**config.mk**
```make
export PLATFORM = sky130hd
export DESIGN_NAME = seq_bin_to_bcd
export DESIGN_NICKNAME = d
export VERILOG_FILES = /design/src/rtl/bcd_pkg.sv /design/src/rtl/bcd_digit_adj.sv /design/src/rtl/seq_bin_to_bcd.sv
export SDC_FILE = /design/constraint.sdc
export NUM_CORES = 1
export LEC_CHECK = 0
export ABC_AREA = 1
export CAP_MARGIN = 20
export CELL_PAD_IN_SITES_DETAIL_PLACEMENT = 0
export CELL_PAD_IN_SITES_GLOBAL_PLACEMENT = 1
export CORE_MARGIN = 2
export CORE_UTILIZATION = 44
export DETAILED_ROUTE_END_ITERATION = 10
export GPL_TIMING_DRIVEN = 0
export PLACE_DENSITY_LB_ADDON = 0.1
export SETUP_SLACK_MARGIN = 0.02
export SLEW_MARGIN = 15
export SYNTH_ARGS = -nofsm -noshare
export SYNTH_HDL_FRONTEND = slang
export SYNTH_SLANG_ARGS = --single-unit
```
**constraint.sdc**
```tcl
create_clock -name clk -period 3.3 [get_ports clk]
set_input_delay 0.495 -clock clk [delete_from_list [all_inputs] [get_ports clk]]
set_output_delay 0.495 -clock clk [all_outputs]
set_load 0.05 [all_outputs]
```
**src/rtl/bcd_pkg.sv**
```systemverilog
// +--------------------------------------------------------------------+
// | bcd_pkg: shared types and constants for the sequential BCD converter|
// | Rev 1.0                                                            |
// +--------------------------------------------------------------------+
`default_nettype none

package bcd_pkg;

  typedef enum logic [1:0] {
    IDLE  = 2'd0,
    SHIFT = 2'd1,
    DONE  = 2'd2
  } state_e;

  localparam int               DIGIT_W    = 4;
  localparam logic [DIGIT_W-1:0] ADJ_THRESH = 4'd5;
  localparam logic [DIGIT_W-1:0] ADJ_ADD    = 4'd3;

  // Smallest digit count d such that 10^d > 2^bin_w - 1.
  function automatic int min_digits(input int bin_w);
    longint unsigned max_val;
    longint unsigned pow10;
    int              d;
    max_val = (bin_w >= 64) ? '1 : ((64'd1 << bin_w) - 64'd1);
    pow10   = 64'd1;
    d       = 0;
    for (int i = 0; i < 20; i++) begin
      if (pow10 <= max_val) begin
        pow10 = pow10 * 64'd10;
        d     = d + 1;
      end
    end
    return d;
  endfunction

endpackage

`default_nettype wire

```
**src/rtl/bcd_digit_adj.sv**
```systemverilog
// +--------------------------------------------------------------------+
// | bcd_digit_adj: double-dabble digit correction (add 3 when >= 5)    |
// | Rev 1.0                                                            |
// +--------------------------------------------------------------------+
`default_nettype none

module bcd_digit_adj
  import bcd_pkg::*;
(
  input  logic [DIGIT_W-1:0] din,
  output logic [DIGIT_W-1:0] dout
);

  always_comb begin
    dout = din;
    if (din >= ADJ_THRESH) begin
      dout = din + ADJ_ADD;
    end
  end

endmodule

`default_nettype wire

```
**src/rtl/seq_bin_to_bcd.sv**
```systemverilog
// +--------------------------------------------------------------------+
// | seq_bin_to_bcd: one-bit-per-cycle double-dabble binary to BCD      |
// | Rev 1.0                                                            |
// +--------------------------------------------------------------------+
`default_nettype none

module seq_bin_to_bcd
  import bcd_pkg::*;
#(
  parameter int BIN_W  = 16,
  parameter int DIGITS = 5,
  parameter int SIGNED = 0
) (
  input  logic                      clk,
  input  logic                      rst,
  input  logic                      in_valid,
  output logic                      in_ready,
  input  logic [BIN_W-1:0]          binary,
  output logic                      out_valid,
  input  logic                      out_ready,
  output logic [DIGIT_W*DIGITS-1:0] bcd,
  output logic                      neg
);

  localparam int ACC_W = DIGIT_W * DIGITS;
  localparam int CNT_W = $clog2(BIN_W + 1);

  if (DIGITS < min_digits(BIN_W)) begin : g_digits_too_small
    $error("seq_bin_to_bcd: DIGITS too small to hold 2^BIN_W-1");
  end

  state_e           state_q, state_d;
  logic [BIN_W-1:0] sr_q, sr_d;
  logic [ACC_W-1:0] acc_q, acc_d;
  logic [CNT_W-1:0] cnt_q, cnt_d;
  logic [ACC_W-1:0] bcd_q, bcd_d;
  logic             neg_q, neg_d;
  logic             neg_pend_q, neg_pend_d;

  logic [ACC_W-1:0]       acc_adj;
  logic [ACC_W+BIN_W-1:0] shifted;
  logic                   neg_in;

  for (genvar g = 0; g < DIGITS; g++) begin : g_adj
    bcd_digit_adj u_adj (
      .din  (acc_q[g*DIGIT_W +: DIGIT_W]),
      .dout (acc_adj[g*DIGIT_W +: DIGIT_W])
    );
  end

  // Adjust first, then shift the accumulator and shift register as one word.
  assign shifted = {acc_adj, sr_q} << 1;
  assign neg_in  = (SIGNED != 0) && binary[BIN_W-1];

  assign in_ready  = (state_q == IDLE) && !rst;
  assign out_valid = (state_q == DONE);
  assign bcd       = bcd_q;
  assign neg       = neg_q;

  always_comb begin
    state_d    = state_q;
    sr_d       = sr_q;
    acc_d      = acc_q;
    cnt_d      = cnt_q;
    bcd_d      = bcd_q;
    neg_d      = neg_q;
    neg_pend_d = neg_pend_q;
    case (state_q)
      IDLE: begin
        if (in_valid) begin
          sr_d       = neg_in ? ((~binary) + BIN_W'(1)) : binary;
          neg_pend_d = neg_in;
          acc_d      = '0;
          cnt_d      = CNT_W'(BIN_W);
          state_d    = SHIFT;
        end
      end
      SHIFT: begin
        acc_d = shifted[ACC_W+BIN_W-1:BIN_W];
        sr_d  = shifted[BIN_W-1:0];
        cnt_d = cnt_q - CNT_W'(1);
        if (cnt_q == CNT_W'(1)) begin
          bcd_d   = shifted[ACC_W+BIN_W-1:BIN_W];
          neg_d   = neg_pend_q;
          state_d = DONE;
        end
      end
      DONE: begin
        if (out_ready) begin
          state_d = IDLE;
        end
      end
      default: state_d = IDLE;
    endcase
  end

  always_ff @(posedge clk or posedge rst) begin
    if (rst) begin
      state_q    <= IDLE;
      sr_q       <= '0;
      acc_q      <= '0;
      cnt_q      <= '0;
      bcd_q      <= '0;
      neg_q      <= 1'b0;
      neg_pend_q <= 1'b0;
    end else begin
      state_q    <= state_d;
      sr_q       <= sr_d;
      acc_q      <= acc_d;
      cnt_q      <= cnt_d;
      bcd_q      <= bcd_d;
      neg_q      <= neg_d;
      neg_pend_q <= neg_pend_d;
    end
  end

endmodule

`default_nettype wire

```
== Yosys cells after proc, flatten, opt, wreduce, memory -nomap -nowiden ==
Index checks and enable logic that the tools add are counted.

* Memories: 0
* Input port bits: 20
* ROM bits: 0
* Output and inout port bits: 23
* Register bits after elaboration: 63
* Bits in latches: 0
* Logic and storage cells: 44
* RAM bits: 0

* $add $sub $neg: 6
* Bitwise operators: 0
* Shift-type cells: 0
* Order comparisons: 5
* Equal/unequal tests: 6
* Muxes and demuxes: 15
* Reductions and logical operators: 7
* Div/mod/pow operators: 0
* $mul: 0

{| class="wikitable"
|+ Operators by type and width
! kind !! number
|-
| case mux 20 bit (2 select lines) || 1
|-
| case mux 16 bit (2 select lines) || 1
|-
| >= comparator 4 x 3 -> 1 bit (second input constant) || 5
|-
| 2-to-1 mux 20 bit || 1
|-
| adder 4 x 2 -> 4 bit (second input constant) || 4
|-
| 2-to-1 mux 16 bit || 1
|-
| 2-to-1 mux 4 bit || 4
|-
| case mux 5 bit (2 select lines) || 1
|-
| 2-to-1 mux 2 bit || 3
|-
| case mux 2 bit (3 select lines) || 1
|-
| == test 5 x 1 -> 1 bit (second input constant) || 1
|-
| 2-to-1 mux 5 bit || 1
|-
| subtractor 5 x 1 -> 5 bit (second input constant) || 1
|-
| inequality test 2 bit (second input constant) || 2
|-
| AND reduction 2 bit || 2
|-
| adder 3 x 2 -> 3 bit (second input constant) || 1
|-
| 2-to-1 mux 3 bit || 1
|-
| AND reduction 3 bit || 1
|-
| == test 2 x 1 -> 1 bit (second input constant) || 1
|-
| == test 2 bit (second input constant) || 1
|-
| logical NOT 2 bit || 1
|-
| inequality test 2 x 1 -> 1 bit (second input constant) || 1
|-
| nonzero test 2 bit || 1
|-
| logical AND 1 bit || 1
|-
| logical NOT 1 bit || 1
|}

== Depth between registers and ports, before layout ==
Gate-level depths: netlist (run 1).

* Depth after elaboration: 3
* Depth in mapped cells: 8
* Gate-level depth less buffers: 8

== Cells and area by module ==
A second synthesis (run 1) with hierarchy kept.

* Cells, all modules: 425
* Area total of the unflattened synthesis: 3349.5 um^2

{| class="wikitable"
|+ Modules (own cells, without submodules)
! module !! area an instance (um^2) !! sequential area each (um^2) !! instances !! cells an instance
|-
| seq_bin_to_bcd || 2673.8 || 1576.5 || 1 || 310
|-
| bcd_digit_adj || 135.1 || 0.0 || 5 || 23
|}

== Worst setup path before layout (run 1) ==
Ideal clock, no wire load.

* Kind: flip-flop to output port
* From: reg state_q[0]
* To: out in_ready
* Slack: 1.226 ns
* Required time: 2.805 ns
* Arrival: 1.579 ns
* Buffers on the path: 1
* Cell stages (with the launch flop): 3
* Cell sequence: dfrtp_1 buf_6 nor3_1

* Longest elaborated chain between the ends: 2

{| class="wikitable"
|+ Ends and longest elaborated chain
! item !! line !! source
|-
| start: declaration || seq_bin_to_bcd.sv:32 || <nowiki>state_e state_q, state_d;</nowiki>
|-
| start signal: assignment || seq_bin_to_bcd.sv:107 || <nowiki>state_q <= state_d;</nowiki>
|-
| logical NOT 2 bit || seq_bin_to_bcd.sv:55 || <nowiki>assign in_ready = (state_q == IDLE) && !rst;</nowiki>
|-
| logical AND 1 bit || seq_bin_to_bcd.sv:55 ||
|-
| end: declaration || seq_bin_to_bcd.sv:17 || <nowiki>output logic in_ready,</nowiki>
|}

Every way passes these cells.

== Worst setup path after layout (run 1) ==
* From: in rst
* To: out in_ready

* Longest elaborated chain between the ends: 2

{| class="wikitable"
|+ Ends and longest elaborated chain
! item !! line !! source
|-
| start: declaration || seq_bin_to_bcd.sv:15 || <nowiki>input logic rst,</nowiki>
|-
| logical NOT 1 bit (no source line) || -- ||
|-
| logical AND 1 bit || seq_bin_to_bcd.sv:55 ||
|}

Every way passes these cells.

==> results.py, run 1 <==
metrics = {
    "power_and_ir_drop": {
        "ir_drop_mv": 0.458,
        "p_leak_uw": 0.00193,
        "power.total_uw": 3940,
        "p_per_area_nw_per_um2": 1010,
    },
    "global_routing": {
        "track_usage": 0.188,
        "grt-ovfl-total": 0,
        "grt_first_pass_wirelength_um": 11300,
        "grt_max_degree": 35,
        "antenna_found_initial": 0,
        "grt_pass1_vias": 2453,
    },
    "min_path": {
        "min-delay-start": "bcd[2]",
        "min_to": "bcd[2]",
        "hold_path.class": "flop to flop",
        "whs_path_depth": 2,
    },
    "critical_path": {
        "r2r_end": "cnt_q[3]",
        "r2r_cells": 8,
        "path_class": "input pin to output pin",
        "crit_path_end_kind": "output pin",
        "crit_path_start_kind": "input pin",
        "reg2reg_slack_ns": 1.86,
        "cp.arrival_ns": 1.93,
        "cp_max_fo": 2,
        "crit_required_ns": 2.80,
        "r2r_start": "state_q[1]",
    },
    "sta": {
        "setup_viol": 0,
        "finalClockSkew_ns": 0.00794,
        "finalHoldViolations": 0,
        "slew-limit-headroom": 0.666,
        "fmax_mhz": 412,
        "max_slew.worst_pin.slew_ns": 0.500,
        "fin_tns_setup_ns": 0,
        "fin_crit_sh": 0.736,
        "finalMaxSlewViolations": 0,
        "rsz0062_at_grt": "no",
        "finalCriticalPeriod_ns": 2.43,
    },
    "logic_synthesis": {
        "syn_nets": 412,
        "ys_types": 29,
        "synthCells": 380,
        "synth_seq_cells": 63,
        "yosysSeqAreaShare": 0.499,
        "ys_warn_count": 0,
        "syn-mean-instance-area_sq_um": 8.31,
        "synthesis.area_sq_um": 3160,
    },
    "placed_design": {
        "finalWeightedCongestion": 0.828,
        "hpwl_um": 4790,
        "portBuffers": 41,
    },
    "floorplan": {
        "initial_core_util": 0.460,
        "die_h_um": 88.7,
        "die_w_um": 88.7,
        "core_area_sq_um": 6870,
        "ios": 43,
        "num_rows": 30,
        "dieArea_sq_um": 7870,
    },
    "clocking": {
        "hold_buffers": 0,
        "cts-root-buf": "clkbuf_8",
        "numCtsBuffers": 9,
        "clkLatencyLatePin_ns": 0.33,
        "post_cts_buffers": 0,
        "path_clk_slew_ns": 0.06,
        "clock-sinks": 63,
        "cts_max_level": 3,
        "tritoncts": "yes",
        "cts_resized": 0,
        "ctsLongestPathBuffers": 2,
    },
    "detailed_routing": {
        "drt_first_pass_iters": 4,
        "wl_per_cell_um": 12.6,
        "viasPerCell": 4.92,
        "drtIter0Drc": 115,
        "drtAntennaViolNets": 0,
        "finalWirelength_um": 6740,
        "vias": 2627,
        "drc_errors": 0,
    },
    "final_layout": {
        "layout_common_cells": "nand2_1 (151), dfrtp_1 (63), nand3_1 (54)",
        "fin_nets": 465,
        "num_antenna_cells": 0,
        "area_growth_syn_to_layout_pct": 23.1,
        "drive_above_1_share": 0.0890,
        "final_common_cell": "nand2_1",
    },
    "status": {
        "status": "completed",
    },
    "run": {
        "drv_cap": 0,
    },
}
## worst max path at each step
stage	from	to	slack [ns]	cells after the start
finish	rst	in_ready	0.87	3
global route	rst	in_ready	0.82	3
CTS	rst	in_ready	0.87	3
detailed placement	rst	in_ready	0.87	3
global placement	rst	acc_q[16]	0.02	2
floorplan	state_q[0]	in_ready	1.23	2
## power by group
| group | internal [uW] | switching, uW | total (uW) | leakage [uW] |
|---|---|---|---|---|
| Sequential | 1110 | 231 | 1340 | 0.000801 |
| Combinational | 704 | 1300 | 2000 | 0.00104 |
| Clock | 312 | 286 | 597 | 0.0000894 |
| Total | 2130 | 1810 | 3940 | 0.00193 |
## kinds of logic after synthesis
group / count (synthesis) / synth area share
buf+inv: 43 / 0.0709
flops: 63 / 0.499
fa+ha+maj: 12 / 0.0476
other cells: 1 / 0.00119
compound gates: 27 / 0.0472
simple gates: 233 / 0.331
xor+xnor: 1 / 0.00277
## flip-flops by register name, summed over array words and instances, names as in the netlist
signal and cells:
acc_q 20, bcd 20, sr_q 16, cnt_q 5, state_q 2
## worst max-delay path: stages
cell	delay, ns
clkdlybuf4s50_1	0.46
nor3_1	0.15
clkdlybuf4s50_1	0.82
## cells in the mapped netlist, drive strengths merged
library cell | n | share of area
o22ai | 7 | 0.014
ha | 12 | 0.048
nand2 | 155 | 0.19
o21ai | 18 | 0.029
o31ai | 1 | 0.0024
xnor2 | 1 | 0.0028
nor3b | 1 | 0.0024
nand3 | 54 | 0.086
clkbuf | 2 | 0.0055
nor3 | 2 | 0.0032
o211ai | 1 | 0.0024
buf | 11 | 0.030
nor2 | 10 | 0.021
nand4 | 11 | 0.027
conb | 1 | 0.0012
dfrtp | 63 | 0.50
inv | 30 | 0.036
## per-layer routing
metal  global-route usage  vias up  routed length, um
met5                    0        -                  0
met4               0.0826        0                127
met3               0.0317       12                203
met2                0.291       53               3010
met1                0.260     1216               3400
li1                     -     1346                  -
## per-stage QoR
stage	setup slack [ns]	area, sq um	std cells	hold slack [ns]	util
6_report	0.872	3890	534	0.479	0.566
5_1_grt	0.825	3890	534	0.494	0.566
4_1_cts	0.865	3890	534	0.483	0.566
3_5_place_dp	0.866	3710	518	0.465	0.540
3_3_place_gp	0.0235	3690	517	0.461	0.537
2_1_floorplan	1.23	3160	380	0.442	-
## layout make-up
| cell class | instances | area (sq um) |
|---|---|---|
| fill | 660 | 2980 |
| timing repair buffer | 42 | 430 |
| multi-input combinational | 274 | 1360 |
| sequential | 63 | 1580 |
| buffer | 13 | 111 |
| inverter | 30 | 115 |
| clock inverter | 3 | 17.5 |
| tap | 96 | 120 |
| clock buffer | 13 | 159 |
Note: power is estimated with default switching activity, not from simulation.
==> run 2: changes to the inputs <==
- CORE_UTILIZATION: 44 -> 37
- clock period: 3.3 -> 2 ns (I/O delays scaled with it)
==> run 2 against run 1 <==
Final cell count increased by 1.7%. Largest power group unchanged. Worst hold slack got worse by 0.20 ns. Clock-buffer cell count unchanged. Combinational power increased by 67%. Register-to-register slack got worse by 1.3 ns. Critical path depth unchanged.
==> results.py, run 2 (synthesis results as in run 1) <==
metrics = {
    "status": {
        "status": "completed",
    },
    "sta": {
        "fin_ws_ns": 0.116,
        "finalHoldViolations": 0,
        "setup_viol": 0,
        "finalClockSkew_ns": 0.0117,
        "slew-limit-headroom": 0.647,
        "max_slew.worst_pin.slew_ns": 0.529,
        "rsz0062_at_grt": "no",
        "fin_crit_sh": 0.942,
        "finalCriticalPeriod_ns": 1.88,
        "finalMaxSlewViolations": 0,
        "fmax_mhz": 531,
        "fin_tns_setup_ns": 0,
    },
    "final_layout": {
        "num_antenna_cells": 0,
        "nFillCells": 810,
        "final_common_cell": "nand2_1",
        "drive_above_1_share": 0.0913,
        "layout_common_cells": "nand2_1 (151), dfrtp_1 (63), nand3_1 (54)",
        "fin_nets": 465,
        "fin_util": 0.477,
        "stdcell_area_sq_um": 3940,
        "area_growth_syn_to_layout_pct": 24.7,
    },
    "floorplan": {
        "die_h_um": 96.4,
        "num_rows": 33,
        "core_area_sq_um": 8260,
        "ios": 43,
        "die_w_um": 96.4,
        "initial_core_util": 0.382,
        "dieArea_sq_um": 9290,
    },
    "detailed_routing": {
        "finalWirelength_um": 7120,
        "vias": 2594,
        "wl_met3_um": 202,
        "drtIter0Drc": 116,
        "viasPerCell": 4.78,
        "wl_met2_um": 3300,
        "wl_met1_um": 3410,
        "drtAntennaViolNets": 0,
        "drt_first_pass_iters": 5,
        "drc_errors": 0,
        "highest_layer": "met4",
        "wl_per_cell_um": 13.1,
    },
    "critical_path": {
        "crit_path_end_kind": "output pin",
        "crit_required_ns": 1.70,
        "path_class": "flop to output pin",
        "cp_max_fo": 4,
        "cp.arrival_ns": 1.58,
        "crit_path_start_kind": "flop",
    },
    "global_routing": {
        "grt_pass1_vias": 2623,
        "grt_max_degree": 46,
        "grt_first_pass_wirelength_um": 12200,
        "antenna_found_initial": 0,
        "track_usage": 0.176,
        "grt-ovfl-total": 0,
    },
    "power_and_ir_drop": {
        "ir_drop_mv": 0.595,
        "power.total_uw": 6700,
        "p_leak_uw": 0.00196,
        "p_per_area_nw_per_um2": 1700,
    },
    "placed_design": {
        "portBuffers": 41,
        "pre_cts_ws_ns": -0.0405,
        "placed_area_sq_um": 3730,
        "hpwl_um": 4910,
        "finalWeightedCongestion": 0.873,
    },
    "clocking": {
        "numCtsBuffers": 9,
        "clkLatencyLatePin_ns": 0.34,
        "path_clk_slew_ns": 0.07,
        "cts_resized": 2,
        "cts-root-buf": "clkbuf_8",
        "ctsLongestPathBuffers": 2,
        "clock-sinks": 63,
        "tritoncts": "yes",
        "post_cts_buffers": 0,
        "cts_max_level": 3,
        "hold_buffers": 0,
    },
    "run": {
        "drv_cap": 0,
    },
    "min_path": {
        "hold_path.class": "input pin to asynchronous set/reset pin",
    },
}
-- run 2: changes by cell type in the layout (fill, tap and decap cells not counted) --
cell / change
clkbuf_1: -1
clkbuf_8: +1
buf_16: +1
buf_12: -1
clkdlybuf4s50_1: -2
clkinvlp_4: -1
bufinv_16: +1
dlygate4sd2_1: +2
-- run 2: worst max-delay path, cell delays in order, from the launching register on --
cell	delay, ns
dfrtp_1	0.49
inv_2	0.13
nor2_1	0.10
dlygate4sd2_1	0.53
-- run 2: layer usage --
metal  vias to the layer above  GRT usage
li1                       1344          -
met1                      1188      0.218
met2                        46      0.285
met3                        16     0.0368
met4                         0     0.0974
met5                         -          0
-- run 2: final timing paths --
path	start	endpoint	slack, ns	cells past startpoint
max	state_q[1]	out_valid	0.12	3
min	rst	state_q[1]	0.28	2
max reg2reg	state_q[1]	cnt_q[3]	0.52	8
min reg2reg	sr_q[0]	sr_q[0]	0.48	2
max in group asynchronous	rst	sr_q[2]	1.20	3
min in group clk	sr_q[0]	sr_q[0]	0.48	2
-- run 2: stage by stage --
stage,hold WS (ns),std cells
after floorplan,0.386,380
after detailed placement,0.464,527
after global placement,0.456,526
after global routing,0.302,543
final,0.281,543
after CTS,0.277,543
-- run 2: where the power goes --
group	switching (uW)	internal, uW	leakage (uW)
logic	2170	1160	0.00105
clock network	501	675	0.000109
registers	364	1830	0.000801
total	3030	3670	0.00196
-- run 2: final cells by class --
cell class,count,area (sq um),share of cell area
sequential,63,1580,0.401
multi-input combinational,274,1360,0.345
clock inverter,3,40.0,0.0102
tap,105,131,0.0334
inverter,30,115,0.0293
timing repair buffer,42,435,0.111
clock buffer,13,169,0.0429
buffer,13,111,0.0283
==> run 3: changes to the inputs <==
- PLACE_DENSITY: unset -> 0.85
- PLACE_DENSITY_LB_ADDON: 0.1 -> unset
==> run 3 against run 2 <==
First-iteration DRC count decreased by 21%. Clock power decreased by 19%. Clock skew decreased by 0.0043 ns. Critical endpoint is now in_ready.
==> results.py, run 3 (synthesis results as in run 1) <==
metrics = {
    "global_routing": {
        "antenna_found_initial": 0,
        "grt_max_degree": 60,
        "grt_first_pass_wirelength_um": 11700,
        "grt-ovfl-total": 0,
        "track_usage": 0.166,
        "grt_pass1_vias": 2588,
    },
    "floorplan": {
        "die_h_um": 96.4,
        "initial_core_util": 0.382,
        "num_rows": 33,
        "dieArea_sq_um": 9290,
        "core_area_sq_um": 8260,
        "die_w_um": 96.4,
        "ios": 43,
    },
    "critical_path": {
        "critical-path-max-stage-delay_ns": 0.56,
        "cp.arrival_ns": 1.59,
        "crit_path_start_kind": "flop",
        "crit_required_ns": 1.70,
        "crit_path_end_kind": "output pin",
        "r2r_end": "cnt_q[3]",
        "r2r_start": "state_q[1]",
        "cp_cell_sequence": "buf_6 -> nor3_1 -> dlygate4sd2_1",
        "cp_max_fo": 6,
        "crit_buf_inv": 2,
        "crit_family": "buffers and inverters",
        "slowest_stage": "dlygate4sd2_1",
        "r2r_cells": 8,
        "path_class": "flop to output pin",
        "reg2reg_slack_ns": 0.55,
    },
    "final_layout": {
        "nFillCells": 848,
        "register_area_sq_um": 1580,
        "layout_common_cells": "nand2_1 (151), dfrtp_1 (63), nand3_1 (54)",
        "num_antenna_cells": 0,
        "multi_input_area_sq_um": 1360,
        "fin_util": 0.471,
        "drive_above_1_share": 0.0849,
        "area_growth_syn_to_layout_pct": 23.2,
        "final_common_cell": "nand2_1",
        "fin_nets": 465,
    },
    "detailed_routing": {
        "viasPerCell": 4.90,
        "drtIter0Drc": 92,
        "vias": 2652,
        "finalWirelength_um": 6880,
        "drtAntennaViolNets": 0,
        "drt_first_pass_iters": 4,
        "drc_errors": 0,
        "wl_per_cell_um": 12.7,
    },
    "clocking": {
        "path_clk_slew_ns": 0.06,
        "post_cts_buffers": 0,
        "ctsLongestPathBuffers": 2,
        "cts-root-buf": "clkbuf_8",
        "numCtsBuffers": 9,
        "tritoncts": "yes",
        "clkLatencyLatePin_ns": 0.34,
        "cts_max_level": 3,
        "clock-sinks": 63,
    },
    "placed_design": {
        "portBuffers": 41,
        "hpwl_um": 4840,
        "finalWeightedCongestion": 0.883,
    },
    "power_and_ir_drop": {
        "p_seq_frac": 0.341,
        "internal-power_uw": 3500,
        "clkPwrFrac": 0.147,
        "switchingPower_uw": 3000,
        "p_leak_uw": 0.00194,
        "power.total_uw": 6500,
        "p_per_area_nw_per_um2": 1670,
        "ir_drop_mv": 0.541,
        "switching_share": 0.462,
        "share_comb_of_total_power": 0.512,
    },
    "status": {
        "status": "completed",
    },
    "sta": {
        "fin_crit_sh": 0.945,
        "finalMaxSlewViolations": 0,
        "setup_viol": 0,
        "finalClockSkew_ns": 0.00747,
        "slew-limit-headroom": 0.666,
        "finalCriticalPeriod_ns": 1.89,
        "fin_tns_setup_ns": 0,
        "max_slew.worst_pin.slew_ns": 0.500,
        "fmax_mhz": 529,
        "finalHoldViolations": 0,
        "rsz0062_at_grt": "no",
    },
    "run": {
        "drv_cap": 0,
    },
    "min_path": {
        "hold_path.class": "input pin to asynchronous set/reset pin",
    },
}
## run 3: repair_timing
action                     in CTS  in global routing
hold buffers                    0                  0
resized for setup               2                  0
hold endpoints to repair        0                  0
setup endpoints to repair       2                  0
## run 3: worst max path at each step
stage,end,from,slack (ns),depth (start not counted)
final,in_ready,state_q[0],0.11,3
after global routing,out_valid,state_q[1],0.04,3
after CTS,in_ready,state_q[0],0.08,3
after detailed placement,in_ready,rst,-0.09,3
after global placement,acc_q[17],rst,-1.06,2
after floorplan,in_ready,state_q[0],0.12,2
## run 3: through the flow
step	hold WS (ns)	instances	instance area [sq um]	setup WS, ns
floorplan	0.386	380	3160	0.121
global placement	0.458	526	3700	-1.06
CTS	0.199	541	3890	0.0829
global route	0.201	541	3890	0.0389
detailed placement	0.463	527	3730	-0.0909
finish	0.207	541	3890	0.111
## run 3: final cells by class
class | instances | share of cell area
Timing Repair Buffer | 42 | 0.112
Sequential cell | 63 | 0.405
Inverter | 30 | 0.0296
Clock buffer | 13 | 0.0408
Clock inverter | 1 | 0.00129
Buffer | 13 | 0.0286
Multi-Input combinational cell | 274 | 0.349
Tap cell | 105 | 0.0338
## run 3: power by group through the flow
stage | registers, uW | clock network [uW] | logic (uW)
after floorplan | 2740 | 0 | 1910
after global placement | 2210 | 0 | 3270
after detailed placement | 2230 | 0 | 3360
after CTS | 2220 | 986 | 3350
after global routing | 2290 | 1040 | 3720
final | 2220 | 955 | 3330
## run 3: per-layer routing
metal  global-route usage  part of all wire
met1                0.202              0.47
met2                0.277              0.47
met3               0.0548             0.044
met4               0.0516             0.011
met5                    0                 0
